==> src/rtl/alu_exec_wb.sv <==
// alu_exec_wb: two-stage execute/writeback stage in front of a 64x32 register file.
// E reads the register file combinationally and computes a result.
// W drives the write port for exactly one cycle.
// MUL is a 1+MUL_STEPS cycle shift-add sequence held in E.
// Optional macro ALU_WB_BYPASS_EN selects how a RAW hazard against W is resolved:
//   defined   - W's write data is forwarded into E, so there is no stall;
//   undefined - E holds one extra cycle and W carries a bubble.

module alu_exec_wb #(
  parameter int CNT_W     = 16,
  parameter int MUL_STEPS = 32
) (
  input  logic             CLK,
  input  logic             RST,
  input  logic             in_valid,
  output logic             in_ready,
  input  logic [3:0]       in_op,
  input  logic [5:0]       in_ra1,
  input  logic [5:0]       in_ra2,
  input  logic [5:0]       in_wa,
  output logic [5:0]       RA1,
  output logic [5:0]       RA2,
  input  logic [31:0]      RD1,
  input  logic [31:0]      RD2,
  output logic [5:0]       WA,
  output logic [31:0]      WD,
  output logic             WE1,
  output logic             busy,
  output logic [CNT_W-1:0] wr_count
);

  localparam int              MC_W     = (MUL_STEPS > 1) ? $clog2(MUL_STEPS) : 1;
  localparam logic [MC_W-1:0] MUL_LAST = MC_W'(MUL_STEPS - 1);

  localparam logic [3:0] OP_ADD  = 4'd0;
  localparam logic [3:0] OP_SUB  = 4'd1;
  localparam logic [3:0] OP_AND  = 4'd2;
  localparam logic [3:0] OP_OR   = 4'd3;
  localparam logic [3:0] OP_XOR  = 4'd4;
  localparam logic [3:0] OP_SLL  = 4'd5;
  localparam logic [3:0] OP_SRL  = 4'd6;
  localparam logic [3:0] OP_SRA  = 4'd7;
  localparam logic [3:0] OP_SLT  = 4'd8;
  localparam logic [3:0] OP_SLTU = 4'd9;
  localparam logic [3:0] OP_MUL  = 4'd10;

  // Result of the single-cycle opcodes; anything else yields zero.
  function automatic logic [31:0] alu_f(input logic [3:0] op, input logic [31:0] a,
                                        input logic [31:0] b);
    logic [31:0] r;
    r = 32'd0;
    case (op)
      OP_ADD:  r = a + b;
      OP_SUB:  r = a - b;
      OP_AND:  r = a & b;
      OP_OR:   r = a | b;
      OP_XOR:  r = a ^ b;
      OP_SLL:  r = a << b[4:0];
      OP_SRL:  r = a >> b[4:0];
      OP_SRA:  r = $unsigned($signed(a) >>> b[4:0]);
      OP_SLT:  r = {31'd0, ($signed(a) < $signed(b))};
      OP_SLTU: r = {31'd0, (a < b)};
      default: r = 32'd0;
    endcase
    return r;
  endfunction

  logic                   e_valid_r;
  logic [3:0]             e_op_r;
  logic [5:0]             e_ra1_r;
  logic [5:0]             e_ra2_r;
  logic [5:0]             e_wa_r;
  logic                   w_valid_r;
  logic                   mul_busy_r;
  logic [MC_W-1:0]        mul_cnt_r;
  logic [31:0]            mul_a_r;
  logic [31:0]            mul_b_r;
  logic [31:0]            mul_acc_r;
  logic [CNT_W-1:0]       wr_count_r;

  logic                   hz1_s;
  logic                   hz2_s;
  logic                   need_ops_s;
  logic                   stall_s;
  logic [31:0]            opa_s;
  logic [31:0]            opb_s;
  logic [31:0]            mul_sum_s;
  logic                   e_done_s;
  logic [31:0]            result_s;

  assign RA1      = e_ra1_r;
  assign RA2      = e_ra2_r;
  assign in_ready = !e_valid_r || e_done_s;
  assign busy     = e_valid_r || w_valid_r;
  assign wr_count = wr_count_r;

  // Hazard detection, operand selection and E completion.
  always_comb begin
    need_ops_s = e_valid_r && ((e_op_r <= OP_SLTU) || ((e_op_r == OP_MUL) && !mul_busy_r));
    hz1_s      = need_ops_s && WE1 && (WA == e_ra1_r);
    hz2_s      = need_ops_s && WE1 && (WA == e_ra2_r);
`ifdef ALU_WB_BYPASS_EN
    stall_s    = 1'b0;
    opa_s      = hz1_s ? WD : RD1;
    opb_s      = hz2_s ? WD : RD2;
`else
    stall_s    = hz1_s || hz2_s;
    opa_s      = RD1;
    opb_s      = RD2;
`endif
    mul_sum_s  = mul_acc_r + (mul_b_r[0] ? mul_a_r : 32'd0);
    if (!e_valid_r || stall_s) begin
      e_done_s = 1'b0;
    end else if (e_op_r == OP_MUL) begin
      e_done_s = mul_busy_r && (mul_cnt_r == MUL_LAST);
    end else begin
      e_done_s = 1'b1;
    end
    result_s   = (e_op_r == OP_MUL) ? mul_sum_s : alu_f(e_op_r, opa_s, opb_s);
  end

  // E register capture on handshake; retire when E completes.
  always_ff @(posedge CLK or posedge RST) begin
    if (RST) begin
      e_valid_r <= 1'b0;
      e_op_r    <= 4'd0;
      e_ra1_r   <= 6'd0;
      e_ra2_r   <= 6'd0;
      e_wa_r    <= 6'd0;
    end else if (in_valid && in_ready) begin
      e_valid_r <= 1'b1;
      e_op_r    <= in_op;
      e_ra1_r   <= in_ra1;
      e_ra2_r   <= in_ra2;
      e_wa_r    <= in_wa;
    end else if (e_done_s) begin
      e_valid_r <= 1'b0;
    end
  end

  // Iterative multiply: latch operands, then one shift-add step per cycle.
  always_ff @(posedge CLK or posedge RST) begin
    if (RST) begin
      mul_busy_r <= 1'b0;
      mul_cnt_r  <= '0;
      mul_a_r    <= 32'd0;
      mul_b_r    <= 32'd0;
      mul_acc_r  <= 32'd0;
    end else if (e_valid_r && (e_op_r == OP_MUL) && !stall_s) begin
      if (!mul_busy_r) begin
        mul_busy_r <= 1'b1;
        mul_cnt_r  <= '0;
        mul_a_r    <= opa_s;
        mul_b_r    <= opb_s;
        mul_acc_r  <= 32'd0;
      end else if (e_done_s) begin
        mul_busy_r <= 1'b0;
      end else begin
        mul_acc_r  <= mul_sum_s;
        mul_a_r    <= mul_a_r << 1;
        mul_b_r    <= mul_b_r >> 1;
        mul_cnt_r  <= mul_cnt_r + MC_W'(1);
      end
    end
  end

  // W stage: one-cycle write pulse; a stall or NOP leaves WE1 low.
  always_ff @(posedge CLK or posedge RST) begin
    if (RST) begin
      w_valid_r <= 1'b0;
      WE1       <= 1'b0;
      WA        <= 6'd0;
      WD        <= 32'd0;
    end else if (e_done_s) begin
      w_valid_r <= 1'b1;
      WE1       <= (e_op_r <= OP_MUL);
      if (e_op_r <= OP_MUL) begin
        WA <= e_wa_r;
        WD <= result_s;
      end
    end else begin
      w_valid_r <= 1'b0;
      WE1       <= 1'b0;
    end
  end

  // Count committed writes, wrapping naturally.
  always_ff @(posedge CLK or posedge RST) begin
    if (RST) begin
      wr_count_r <= '0;
    end else if (WE1) begin
      wr_count_r <= wr_count_r + CNT_W'(1);
    end
  end

endmodule
==> config.mk <==
export PLATFORM = sky130hd
export DESIGN_NAME = alu_exec_wb
export DESIGN_NICKNAME = d
export VERILOG_FILES = /design/src/rtl/alu_exec_wb.sv
export SDC_FILE = /design/constraint.sdc
export NUM_CORES = 1
export LEC_CHECK = 0
export CAP_MARGIN = 20
export CORE_MARGIN = 8
export CORE_UTILIZATION = 40
export DETAILED_ROUTE_END_ITERATION = 10
export PLACE_DENSITY = 0.57
export SLEW_MARGIN = 10
export SYNTH_ARGS = -nofsm -noshare
export SYNTH_HDL_FRONTEND = slang
export SYNTH_SLANG_ARGS = --single-unit
==> constraint.sdc <==
create_clock -name CLK -period 7.2 [get_ports CLK]
set_clock_uncertainty 0.1 [all_clocks]
set_input_delay 0.72 -clock CLK [delete_from_list [all_inputs] [get_ports CLK]]
set_output_delay 0.72 -clock CLK [all_outputs]
set_load 0.1 [all_outputs]
==> metrics.log <==
[metrics] outcome: complete, no violations
[metrics] Total Routed Length: 69200 microns
[metrics] sink of the worst hold path: mul_acc_r[7]$_DFFE_PP0P_
[metrics] clock latency on the worst-skew pair: about 500 ps
[metrics] Via Count: 17400
[metrics] DRC: 0
[metrics] clock transition at the register clock pins on the worst setup and hold paths after CTS: 80 ps
[metrics] most common cell after layout, fill and taps aside: sky130_fd_sc_hd__nor2_1
[metrics] post-CTS setup buffers: 0
[metrics] Mapped Cells: roughly 2100
[metrics] number of synthesized register bits: 181
[metrics] total global routing track utilization: 0.270
[metrics] Sum Neg Setup Slack: 0 ps
[metrics] type of destination of the critical path: register
[metrics] leading area contributor after synthesis: sky130_fd_sc_hd__dfrtp_1
[metrics] buffer type at the clock tree root: sky130_fd_sc_hd__clkbuf_16
[metrics] Mapped Area: 17600 sq um
[metrics] crit path max fanout: 33
[metrics] pwr dens: 362 nW/um^2
[metrics] number of warning messages in the yosys log: 0
[metrics] Bufs on Longest Clock Path: 2
[metrics] combinational cell fraction of total power: 0.615
[metrics] setup-violating endpoint count in the final report: 0
[metrics] setup repair after global routing missed its margin: false
[metrics] final layout net count: 2425
[metrics] hold bufs inserted after CTS: 0
[metrics] number of I/O port buffers: 157
[metrics] GPL Wtd Cong: 0.963
[metrics] Async SR Flop Fraction: 1.00
[metrics] number of nets still failing antenna checks after routing: 0
[metrics] largest voltage drop on the vdd net: 0.252 mV
[metrics] Final Hold Violating Endpoints: 0
[metrics] Critical Path Start: mul_b_r[0]$_DFFE_PP0P_
[metrics] die outline area: 51000 sq um
[metrics] pin count of the biggest net entering global routing: 69
[metrics] top cells by area, synth: sky130_fd_sc_hd__dfrtp_1 26%, sky130_fd_sc_hd__ha_1 9.5%, sky130_fd_sc_hd__mux4_2 6.8%
[metrics] worst min path class: reg2reg
[metrics] area grow syn2layout: 14.6%
[metrics] top flip-flop cell by instance count after synthesis: sky130_fd_sc_hd__dfrtp_1
[metrics] count of flip-flops with a built-in enable after synthesis: 0
[metrics] DIE HEIGHT: 226 microns
[metrics] TritonCTS clock tree: yes
[metrics] number of antenna violations at the first check in global routing: 1
[metrics] Hold WS: 379 ps
[metrics] vias per std cell: 6.20
[metrics] proportion of synthesized chip area in sequential cells: 0.257
[metrics] first-pass GRT wire length: 105000 microns
[metrics] DPL Wire Length: 50900 microns
[metrics] Hold Crit Depth: 2
[metrics] Final min period: 4620 ps
[metrics] layout cells sized above 1: 0.0854
[metrics] worst slew pin tran: 1060 ps
[metrics] number of sinks on the clock net: 181
[metrics] slew margin rel.: 0.291
[metrics] commonest cells after routing, fill and taps aside: 243 x sky130_fd_sc_hd__nor2_1, 195 x sky130_fd_sc_hd__nand2_1, 180 x sky130_fd_sc_hd__dfrtp_1, 179 x sky130_fd_sc_hd__o21ai_0, 153 x sky130_fd_sc_hd__clkdlybuf4s50_1
[metrics] leakage power summed over all cells: 8.64 nW
[metrics] critical path class: reg2reg
[metrics] Net Count, Synth: 2361
[metrics] boundary pin count: 158
[metrics] Floorplan Core Area: 43800 sq um
[metrics] fin. max-slew vios: 0
[metrics] Starting DRT DRC Count: 1842
[metrics] Register-to-Register Setup Slack: ~2600 ps
[metrics] crit share post-route: 0.642
[metrics] via count of the first global-routing pass: 16900
[metrics] router iterations before antenna repair: 6
[metrics] launch instance of the worst min-delay path: mul_acc_r[7]$_DFFE_PP0P_
[metrics] antenna cell count: 0
[metrics] share of total power consumed by net switching: 0.550
[metrics] maximum level of the CTS H-tree: 4
[metrics] number of buffers inserted during clock tree synthesis: 17
[metrics] length in cells of the worst reg-to-reg path: 12
[metrics] starting utilization of the core area: 0.402
[metrics] clock group share of total power: 0.134
[metrics] Die X: between 200 and 250 microns
[metrics] Worst R2R Start: mul_b_r[0]$_DFFE_PP0P_
[metrics] net switching power of the design: 4.01 mW
[metrics] part of the power in registers: 0.250
[metrics] row count: 77
[metrics] Worst setup SP type: register
[metrics] post-detailed-route wirelength per cell: about 25 microns
[metrics] fill cell count: approximately 4300
[metrics] count of max-cap constraint violations: 0
[metrics] GRT overflow: 0
[metrics] number of cells upsized or downsized after cts: 0
[metrics] internal portion of total power: 3.29 mW
[metrics] Critical Path AT: around 5000 ps
[metrics] required time of the critical path: 7500 ps
[metrics] area share of the leading cell type in the synthesized netlist: 0.257
[metrics] synth unique cells: 87
[metrics] worst flop-to-flop path endpoint: WD[16]$_DFFE_PP0P_
[metrics] Avg Inst Size Synth: 8.25 sq um
[metrics] Highest Clock Rate: 0.216 GHz
-- worst max-delay path, cell delays in order (launching register included) --
cell	delay [ps]
sky130_fd_sc_hd__dfrtp_1	690
sky130_fd_sc_hd__and2_1	330
sky130_fd_sc_hd__ha_1	230
sky130_fd_sc_hd__fa_1	470
sky130_fd_sc_hd__a211oi_1	310
sky130_fd_sc_hd__o21ai_0	200
sky130_fd_sc_hd__a311o_1	340
sky130_fd_sc_hd__o21ai_0	310
sky130_fd_sc_hd__nor2b_1	220
sky130_fd_sc_hd__xnor2_1	210
sky130_fd_sc_hd__a2111oi_0	580
sky130_fd_sc_hd__o21ai_0	270
sky130_fd_sc_hd__o22a_1	250
-- metrics by stage --
step                      setup slack (ps)  instances  cell area (sq um)  utilization  total power [mW]
final                                 2580       2804              20200        0.460              7.30
after global routing                  2250       2804              20200        0.460              7.71
after CTS                             2590       2804              20200        0.460              7.29
after detailed placement              2180       2772              19600        0.447              6.27
after global placement                2320       2772              19600        0.447              6.23
after floorplan                       1460       2135              17600            -              4.91
-- power groups by stage --
stage / clock network, mW / registers [mW] / logic, mW
finish: 0.981 / 1.83 / 4.49
global placement: 0 / 1.84 / 4.40
global route: 1.04 / 1.89 / 4.78
floorplan: 0 / 2.73 / 2.18
CTS: 1.01 / 1.83 / 4.45
detailed placement: 0 / 1.85 / 4.43
-- cells by family (layout without fill, tap and decap cells) --
logic type / count (synthesis) / in the layout / share of synthesized area
AND/OR/NAND/NOR: 675 / 675 / 0.174
AO/OA/AOI/OAI: 648 / 648 / 0.239
buffers and inverters: 249 / 326 / 0.0568
flip-flops: 181 / 181 / 0.257
multiplexers: 172 / 172 / 0.138
adder cells (fa/ha/maj): 137 / 137 / 0.0986
XOR/XNOR: 73 / 73 / 0.0363
-- cells in the mapped netlist (12+ instances only) --
| master | count |
|---|---|
| sky130_fd_sc_hd__a22o_1 | 18 |
| sky130_fd_sc_hd__a31oi_1 | 31 |
| sky130_fd_sc_hd__mux2i_1 | 87 |
| sky130_fd_sc_hd__o22ai_1 | 31 |
| sky130_fd_sc_hd__nand4_1 | 13 |
| sky130_fd_sc_hd__xor2_1 | 36 |
| sky130_fd_sc_hd__nand3_1 | 42 |
| sky130_fd_sc_hd__a221oi_1 | 20 |
| sky130_fd_sc_hd__mux4_2 | 53 |
| sky130_fd_sc_hd__and2_1 | 37 |
| sky130_fd_sc_hd__and3_1 | 16 |
| sky130_fd_sc_hd__o21bai_1 | 14 |
| sky130_fd_sc_hd__dfrtp_1 | 181 |
| sky130_fd_sc_hd__a22oi_1 | 25 |
| sky130_fd_sc_hd__mux2_2 | 32 |
| sky130_fd_sc_hd__nand2_1 | 196 |
| sky130_fd_sc_hd__nor3_1 | 43 |
| sky130_fd_sc_hd__inv_1 | 101 |
| sky130_fd_sc_hd__o21a_1 | 19 |
| sky130_fd_sc_hd__nand2b_1 | 12 |
| sky130_fd_sc_hd__o21ai_0 | 179 |
| sky130_fd_sc_hd__a21oi_1 | 145 |
| sky130_fd_sc_hd__a211oi_1 | 20 |
| sky130_fd_sc_hd__nor2_1 | 244 |
| sky130_fd_sc_hd__xnor2_1 | 37 |
| sky130_fd_sc_hd__clkbuf_1 | 105 |
| sky130_fd_sc_hd__nor4_1 | 14 |
| sky130_fd_sc_hd__buf_1 | 18 |
| sky130_fd_sc_hd__ha_1 | 134 |
| sky130_fd_sc_hd__buf_2 | 16 |
| sky130_fd_sc_hd__a21o_1 | 24 |
| sky130_fd_sc_hd__o211ai_1 | 18 |
| sky130_fd_sc_hd__or3_1 | 14 |
-- sequential cells by signal (all words and copies together) (netlist names), 4 cells and up --
| name | flops |
|---|---|
| RA1 | 6 |
| RA2 | 6 |
| WA | 6 |
| WD | 32 |
| e_op_r | 4 |
| e_wa_r | 6 |
| mul_a_r | 32 |
| mul_acc_r | 32 |
| mul_b_r | 32 |
| mul_cnt_r | 5 |
| wr_count | 16 |
-- cell type report --
cell class                      instances  area [sq um]  share of cell area
Clock buffer                           17           425              0.0211
Clock inverter                         15           151             0.00750
Inverter                              103           394              0.0195
Multi-Input combinational cell       1705         12100               0.601
Sequential cell                       181          4530               0.225
Tap cell                              592           741              0.0367
Timing Repair Buffer                  191          1810              0.0897
-- how the worst max path moves through the flow --
stage / to / slack [ps] / cells after the start
floorplan: RA1[0]$_DFFE_PP0P_ / 1460 / 1
global placement: WD[30]$_DFFE_PP0P_ / 2320 / 12
detailed placement: WD[30]$_DFFE_PP0P_ / 2180 / 12
CTS: WD[16]$_DFFE_PP0P_ / 2590 / 12
global route: WD[26]$_DFFE_PP0P_ / 2250 / 13
finish: WD[16]$_DFFE_PP0P_ / 2580 / 12
-- per-layer routing --
layer / track usage / wire, microns / up-vias
met5: 0 / 13 / -
met4: 0.112 / 2650 / 2
met3: 0.0556 / 5310 / 139
met2: 0.407 / 30700 / 743
met1: 0.373 / 30500 / 8568
li1: - / - / 7919
(Power assumes the default switching activity.)
